## src/rtl/m_mem_access.sv

```systemverilog
// m_mem_access - M-stage data-memory access controller.
//
// Turns the decoded M-stage load/store into a req/ack transaction on the
// data bus and stalls the pipeline until the bus answers. Load data is lane
// selected and sign/zero extended into dr_out for the M/W register.
// Misaligned accesses never reach the bus; they are reported as AdEL/AdES.
//
// Optional feature macro: MEM_TIMEOUT_EN
//   defined   -> a REQ that sees no bus_ack for TIMEOUT_CYCLES cycles is
//                abandoned; DONE reports exc_code 7 and dr_out = 0.
//   undefined -> REQ waits for bus_ack indefinitely.
//
// Ports:
//   clk, reset          clock, async active-high reset
//   valid, flush        M-stage instruction qualifiers
//   mem_op[3:0]         0 none,1 LW,2 LH,3 LHU,4 LB,5 LBU,6 SW,7 SH,8 SB
//   addr, store_data    effective byte address, rt value
//   bus_req/we/addr/wdata/byteen  registered bus request
//   bus_ack, bus_rdata  bus completion and read word
//   stall               combinational pipeline freeze
//   dr_out              registered extended load result
//   done                1-cycle pulse in the DONE state
//   exc_code[4:0]       4 AdEL, 5 AdES, 7 bus error, 0 none

module m_mem_access #(
    parameter int TIMEOUT_CYCLES = 16
) (
    input  logic        clk,
    input  logic        reset,
    input  logic        valid,
    input  logic        flush,
    input  logic [3:0]  mem_op,
    input  logic [31:0] addr,
    input  logic [31:0] store_data,
    output logic        bus_req,
    output logic        bus_we,
    output logic [31:0] bus_addr,
    output logic [31:0] bus_wdata,
    output logic [3:0]  bus_byteen,
    input  logic        bus_ack,
    input  logic [31:0] bus_rdata,
    output logic        stall,
    output logic [31:0] dr_out,
    output logic        done,
    output logic [4:0]  exc_code
);

    localparam logic [3:0] OP_LW  = 4'd1;
    localparam logic [3:0] OP_LH  = 4'd2;
    localparam logic [3:0] OP_LHU = 4'd3;
    localparam logic [3:0] OP_LB  = 4'd4;
    localparam logic [3:0] OP_LBU = 4'd5;
    localparam logic [3:0] OP_SW  = 4'd6;
    localparam logic [3:0] OP_SH  = 4'd7;
    localparam logic [3:0] OP_SB  = 4'd8;

    typedef enum logic [1:0] {S_IDLE, S_REQ, S_DONE} state_t;

    state_t      state;
    logic [3:0]  lat_op;     // op and lane latched at start; inputs may move
    logic [1:0]  lat_lane;

    logic        op_is_mem, op_is_load, op_is_store, misaligned, start;
    logic [3:0]  st_byteen;
    logic [31:0] st_wdata;
    logic [7:0]  ld_b;
    logic [15:0] ld_h;
    logic [31:0] ld_data;
    logic        lat_is_load;

`ifdef MEM_TIMEOUT_EN
    localparam int CW = ($clog2(TIMEOUT_CYCLES + 1) > 8) ? $clog2(TIMEOUT_CYCLES + 1) : 8;
    localparam logic [CW-1:0] TO_LAST = CW'(TIMEOUT_CYCLES - 1);
    logic [CW-1:0] to_cnt;
    logic          to_flag;  // current DONE was reached by timeout
`endif

    // ---------------- decode ----------------
    always_comb begin
        op_is_mem   = (mem_op >= OP_LW) && (mem_op <= OP_SB);
        op_is_load  = (mem_op >= OP_LW) && (mem_op <= OP_LBU);
        op_is_store = (mem_op >= OP_SW) && (mem_op <= OP_SB);
        misaligned  = 1'b0;
        case (mem_op)
            OP_LW, OP_SW:         misaligned = (addr[1:0] != 2'b00);
            OP_LH, OP_LHU, OP_SH: misaligned = addr[0];
            default:              misaligned = 1'b0;
        endcase
        start = valid & ~flush & op_is_mem & ~misaligned;
        stall = ((state == S_IDLE) & start) | (state == S_REQ);
    end

    // ---------------- store lane steering ----------------
    always_comb begin
        st_byteen = 4'b1111;
        st_wdata  = store_data;
        case (mem_op)
            OP_SH: begin
                st_byteen = 4'b0011 << addr[1:0];
                st_wdata  = {2{store_data[15:0]}};
            end
            OP_SB: begin
                st_byteen = 4'b0001 << addr[1:0];
                st_wdata  = {4{store_data[7:0]}};
            end
            default: ;
        endcase
    end

    // ---------------- load alignment / extension ----------------
    always_comb begin
        lat_is_load = (lat_op >= OP_LW) && (lat_op <= OP_LBU);
        ld_b        = bus_rdata[{lat_lane, 3'b000} +: 8];
        ld_h        = lat_lane[1] ? bus_rdata[31:16] : bus_rdata[15:0];
        case (lat_op)
            OP_LB:   ld_data = {{24{ld_b[7]}}, ld_b};
            OP_LBU:  ld_data = {24'd0, ld_b};
            OP_LH:   ld_data = {{16{ld_h[15]}}, ld_h};
            OP_LHU:  ld_data = {16'd0, ld_h};
            default: ld_data = bus_rdata;
        endcase
    end

    // ---------------- exceptions ----------------
    always_comb begin
        exc_code = 5'd0;
        if (valid & ~flush & op_is_mem & misaligned)
            exc_code = op_is_load ? 5'd4 : 5'd5;
`ifdef MEM_TIMEOUT_EN
        if ((state == S_DONE) && to_flag)
            exc_code = 5'd7;
`endif
    end

    // ---------------- FSM ----------------
    always_ff @(posedge clk or posedge reset) begin
        if (reset) begin
            state      <= S_IDLE;
            lat_op     <= 4'd0;
            lat_lane   <= 2'd0;
            bus_req    <= 1'b0;
            bus_we     <= 1'b0;
            bus_addr   <= 32'd0;
            bus_wdata  <= 32'd0;
            bus_byteen <= 4'd0;
            dr_out     <= 32'd0;
            done       <= 1'b0;
`ifdef MEM_TIMEOUT_EN
            to_cnt     <= '0;
            to_flag    <= 1'b0;
`endif
        end else begin
            done <= 1'b0;
            case (state)
                S_IDLE: begin
                    if (start) begin
                        state      <= S_REQ;
                        lat_op     <= mem_op;
                        lat_lane   <= addr[1:0];
                        bus_req    <= 1'b1;
                        bus_we     <= op_is_store;
                        bus_addr   <= {addr[31:2], 2'b00};
                        bus_wdata  <= op_is_store ? st_wdata : 32'd0;
                        bus_byteen <= op_is_store ? st_byteen : 4'b1111;
`ifdef MEM_TIMEOUT_EN
                        to_cnt     <= '0;
                        to_flag    <= 1'b0;
`endif
                    end
                end
                S_REQ: begin
                    // flush is deliberately ignored here: the bus cannot abort
                    if (bus_ack) begin
                        state   <= S_DONE;
                        bus_req <= 1'b0;
                        done    <= 1'b1;
                        if (lat_is_load)
                            dr_out <= ld_data;
                    end
`ifdef MEM_TIMEOUT_EN
                    // ack on the timeout edge takes the branch above and wins
                    else if (to_cnt == TO_LAST) begin
                        state   <= S_DONE;
                        bus_req <= 1'b0;
                        done    <= 1'b1;
                        dr_out  <= 32'd0;
                        to_flag <= 1'b1;
                    end else begin
                        to_cnt <= to_cnt + 1'b1;
                    end
`endif
                end
                S_DONE: begin
                    state <= S_IDLE;
`ifdef MEM_TIMEOUT_EN
                    to_flag <= 1'b0;
`endif
                end
                default: state <= S_IDLE;
            endcase
        end
    end

endmodule

```

## config.mk

```make
export PLATFORM = sky130hd
export DESIGN_NAME = m_mem_access
export DESIGN_NICKNAME = d
export VERILOG_FILES = /design/src/rtl/m_mem_access.sv
export SDC_FILE = /design/constraint.sdc
export NUM_CORES = 1
export LEC_CHECK = 0
export ABC_AREA = 1
export CELL_PAD_IN_SITES_DETAIL_PLACEMENT = 1
export CELL_PAD_IN_SITES_GLOBAL_PLACEMENT = 1
export CORE_UTILIZATION = 33
export CTS_CLUSTER_DIAMETER = 120
export CTS_CLUSTER_SIZE = 16
export DETAILED_ROUTE_END_ITERATION = 7
export GPL_TIMING_DRIVEN = 0
export PLACE_DENSITY_LB_ADDON = 0.08
export SLEW_MARGIN = 40
export SYNTH_ARGS = -nofsm -noshare
export SYNTH_HDL_FRONTEND = slang
export SYNTH_SLANG_ARGS = --single-unit
```

## constraint.sdc

```tcl
create_clock -name clk -period 9.4 [get_ports clk]
set_input_delay 1.41 -clock clk [delete_from_list [all_inputs] [get_ports clk]]
set_output_delay 1.41 -clock clk [all_outputs]
set_load 0.02 [all_outputs]
```

==> flow_summary_export.csv <==
group,metric,value,unit
global_routing,grt_max_degree,60,
final_layout,drive_gt1_share,4.48,%
logic_synthesis,yosysMostFrequentCell,"nand2_1",
final_layout,nets,1193,
clock_tree,cts_buffers,9,
logic_synthesis,synth_seq_area_share,46.7,%
global_routing,grt_antenna_before_repair,0,
sta,setup_viol,0,
clock_tree,insertion_delay,0.37,ns
clock_tree,cts_setup_buffers,0,
final_layout,register_area,0.00273,mm^2
clock_tree,htree_levels,3,
critical_path,critPathRequiredTime,7.99,ns
sta,rsz0062_at_grt,"no",
global_routing,grt_pass1_vias,6177,
final_layout,multi_input_area,0.00272,mm^2
logic_synthesis,synth.top_cells.by_count,"nand2_1, nor2_1, dfrtp_1",
die,die_area,0.0182,mm^2
critical_path,rr_endpoint,"dr_out[7]",
logic_synthesis,synth_cells,864,
critical_path,cp_cell_sequence,"clkdlybuf4s50_1 -> inv_1 -> nor2_2 -> nand2_2 -> nand2_1 -> nand2_1 -> nand2_1 -> inv_1 -> nand2_1 -> buf_2 -> nand2_1 -> clkdlybuf4s50_1",
sta,finalCriticalPeriod,5.53,ns
sta,finClkSkew,0.0232,ns
power_and_ir_drop,leakagePower,4.24,nW
global_routing,grt_pass1_wl,32500,um
power_and_ir_drop,pwr_density_cell,232,mW/mm^2
logic_synthesis,synth_fa_ha_area_share,0,%
critical_path,ff2ff_path_depth,9,
logic_synthesis,synthXorXnorAreaFrac,0,%
clock_tree,cts_tree,"yes",
final_layout,num-fill-cells,2234,
placement,portBuffers,208,
logic_synthesis,syn_area_per_cell,6.76,um^2
routing,drc_errors,0,
placement,dpl.hpwl,15600,um
logic_synthesis,synth-compound-area-share,5.78,%
logic_synthesis,synth_cell_types,23,
logic_synthesis,synth_flop_cell,"dfrtp_1",
critical_path,cpMaxStageDelayCell,"clkdlybuf4s50_1",
logic_synthesis,synthArstFlopShare,100,%
logic_synthesis,ys_ff_latch,109,
logic_synthesis,synth_area,0.00584,mm^2
routing,dr_total_vias,6137,
power_and_ir_drop,vdd_drop_max,0.116,mV
logic_synthesis,yosys-mux-area-fraction,0,%
sta,hold_viol,0,
critical_path,critPathMaxFanout,10,
critical_path,startpoint,"mem_op[2]",
clock_tree,cts_buffer_depth,2,
flow_run,cap_violations,0,
placement,gp_congestion,0.810,
clock_tree,cts_sinks,109,
routing,viasPerCell,4.66,
global_routing,track_usage,23.0,%
critical_path,cp-end-kind,"output pin",
routing,routedWlPerCell,15.4,um
sta,relSlewSlack,60.2,%
min_path,hp-class,"register to register",
clock_tree,root_buffer,"clkbuf_16",
sta,drv_slew,0,
die,ios,214,
final_layout,syn2layout_area_growth,46.5,%
clock_tree,holdBufCountCts,0,
clock_tree,clkTransAtPathRegs,0.08,ns
logic_synthesis,synth_enable_flop_cells,0,
final_layout,diodes,0,
critical_path,cp.arrival,4.12,ns
logic_synthesis,post-synth-top-area-cell,"dfrtp_1",
die,dieWidth,135,um
logic_synthesis,netlist_top_cells_area,"dfrtp_1, nand2_1, nor2_1, nand3_1, o21ai_0",
final_layout,final_area,0.00856,mm^2
logic_synthesis,synth_top_family_by_area,"simple AND/OR/NAND/NOR gates",
clock_tree,postCtsResizedCells,0,
global_routing,grt-ovfl-total,0,
die,die_h,135,um
critical_path,cp-start-kind,"primary input",
critical_path,rr_startpoint,"lat_op[2]",
placement,place_area,0.00826,mm^2
routing,wl,20300,um
sta,tightest_slew,0.596,ns
critical_path,crit_end,"stall",
routing,dr.pass1.iters,4,
sta,fin_tns_setup,0,ns
die,coreArea,0.0173,mm^2
logic_synthesis,synth_top_area_share,46.7,%
critical_path,critPathKind,"primary input to output pin",
routing,drt_iter0_drc,236,
critical_path,r2r_slack,7.12,ns
die,core.rowCount,48,
logic_synthesis,synth_warnings,0,
status,status,"finished, final reports clean",
critical_path,max_stage_delay,0.56,ns
logic_synthesis,synth-simple-area-share,40.5,%
sta,clock.fmax,0.181,GHz
die,initial_core_util,33.8,%
critical_path,crit_path_frequent_cell,"nand2_1",
routing,final_antenna_net_count,0,
sta,period_share,58.9,%
layout by cell type, fill, tap and decap left out, drive strengths merged:
master | netlist | routed
o21ai | 41 | 41
clkinv | 4 | 9
inv | 45 | 47
conb | 1 | 5
clkdlybuf4s50 | 0 | 208
or2 | 2 | 2
buf | 28 | 29
nor3 | 1 | 1
nand3 | 44 | 44
nor2 | 131 | 131
a21oi | 22 | 22
nand3b | 16 | 16
a21o | 1 | 1
nand4 | 1 | 1
clkbuf | 18 | 27
nand2 | 398 | 398
o211ai | 2 | 2
dfrtp | 109 | 109
worst max-delay path: cells and delay by family:
kind / cells / cell delay [ns]
buf+inv: 5 / 1.54
simple gates: 7 / 1.15
sequential cells by signal, indices dropped and copies added (netlist names):
signal	flops
done	1
bus_addr	30
state	2
bus_wdata	32
lat_op	4
bus_we	1
bus_req	1
bus_byteen	4
dr_out	32
lat_lane	2
per-layer routing:
metal  up-vias  wire length (um)  track usage [%]
met1      2873              9460             30.9
li1       3097                 -                -
met2       152              9350             37.1
met3        15              1260             5.86
met4         0               197             5.06
met5         -                 0                0
stage by stage:
step,cells,worst slack [ns],util (%),hold WS (ns),power (mW)
global placement,1301,3.23,47.5,0.453,1.58
CTS,1318,3.80,49.5,0.477,2.01
finish,1318,3.87,49.5,0.475,1.98
detailed placement,1302,3.81,47.7,0.457,1.60
global route,1318,3.63,49.5,0.499,2.11
floorplan,868,5.12,-,0.532,1.16
power by group:
part           internal (mW)  switching, mW  leakage, nW
clock network          0.189          0.207        0.148
registers              0.612         0.0806         1.37
logic                  0.392          0.503         2.72
total                   1.19          0.791         4.24
kinds of logic (layout without fill, tap and decap cells):
kind of cell / count (synthesis) / after routing
AO/OA/AOI/OAI: 66 / 66
buffers and inverters: 95 / 320
flip-flops: 109 / 109
other: 1 / 5
AND/OR/NAND/NOR: 593 / 593
layout make-up:
| class | instances | area share [%] |
|---|---|---|
| clock inverter | 7 | 0.921 |
| sequential | 109 | 31.9 |
| inverter | 49 | 2.24 |
| buffer | 46 | 2.62 |
| clock buffer | 9 | 2.63 |
| multi-input combinational | 664 | 31.8 |
| timing repair buffer | 209 | 24.6 |
| tap | 225 | 3.29 |
how the worst min path moves through the flow:
| stage | from | to | slack, ns | cells after the start |
|---|---|---|---|---|
| after floorplan | state[0] | state[1] | 0.53 | 2 |
| after global placement | bus_addr[31] | bus_addr[31] | 0.45 | 2 |
| after detailed placement | bus_wdata[4] | bus_wdata[4] | 0.46 | 2 |
| after CTS | bus_wdata[4] | bus_wdata[4] | 0.48 | 2 |
| after global routing | bus_wdata[6] | bus_wdata[6] | 0.50 | 2 |
| final | bus_wdata[4] | bus_wdata[4] | 0.47 | 2 |
(Power assumes the default switching activity.)
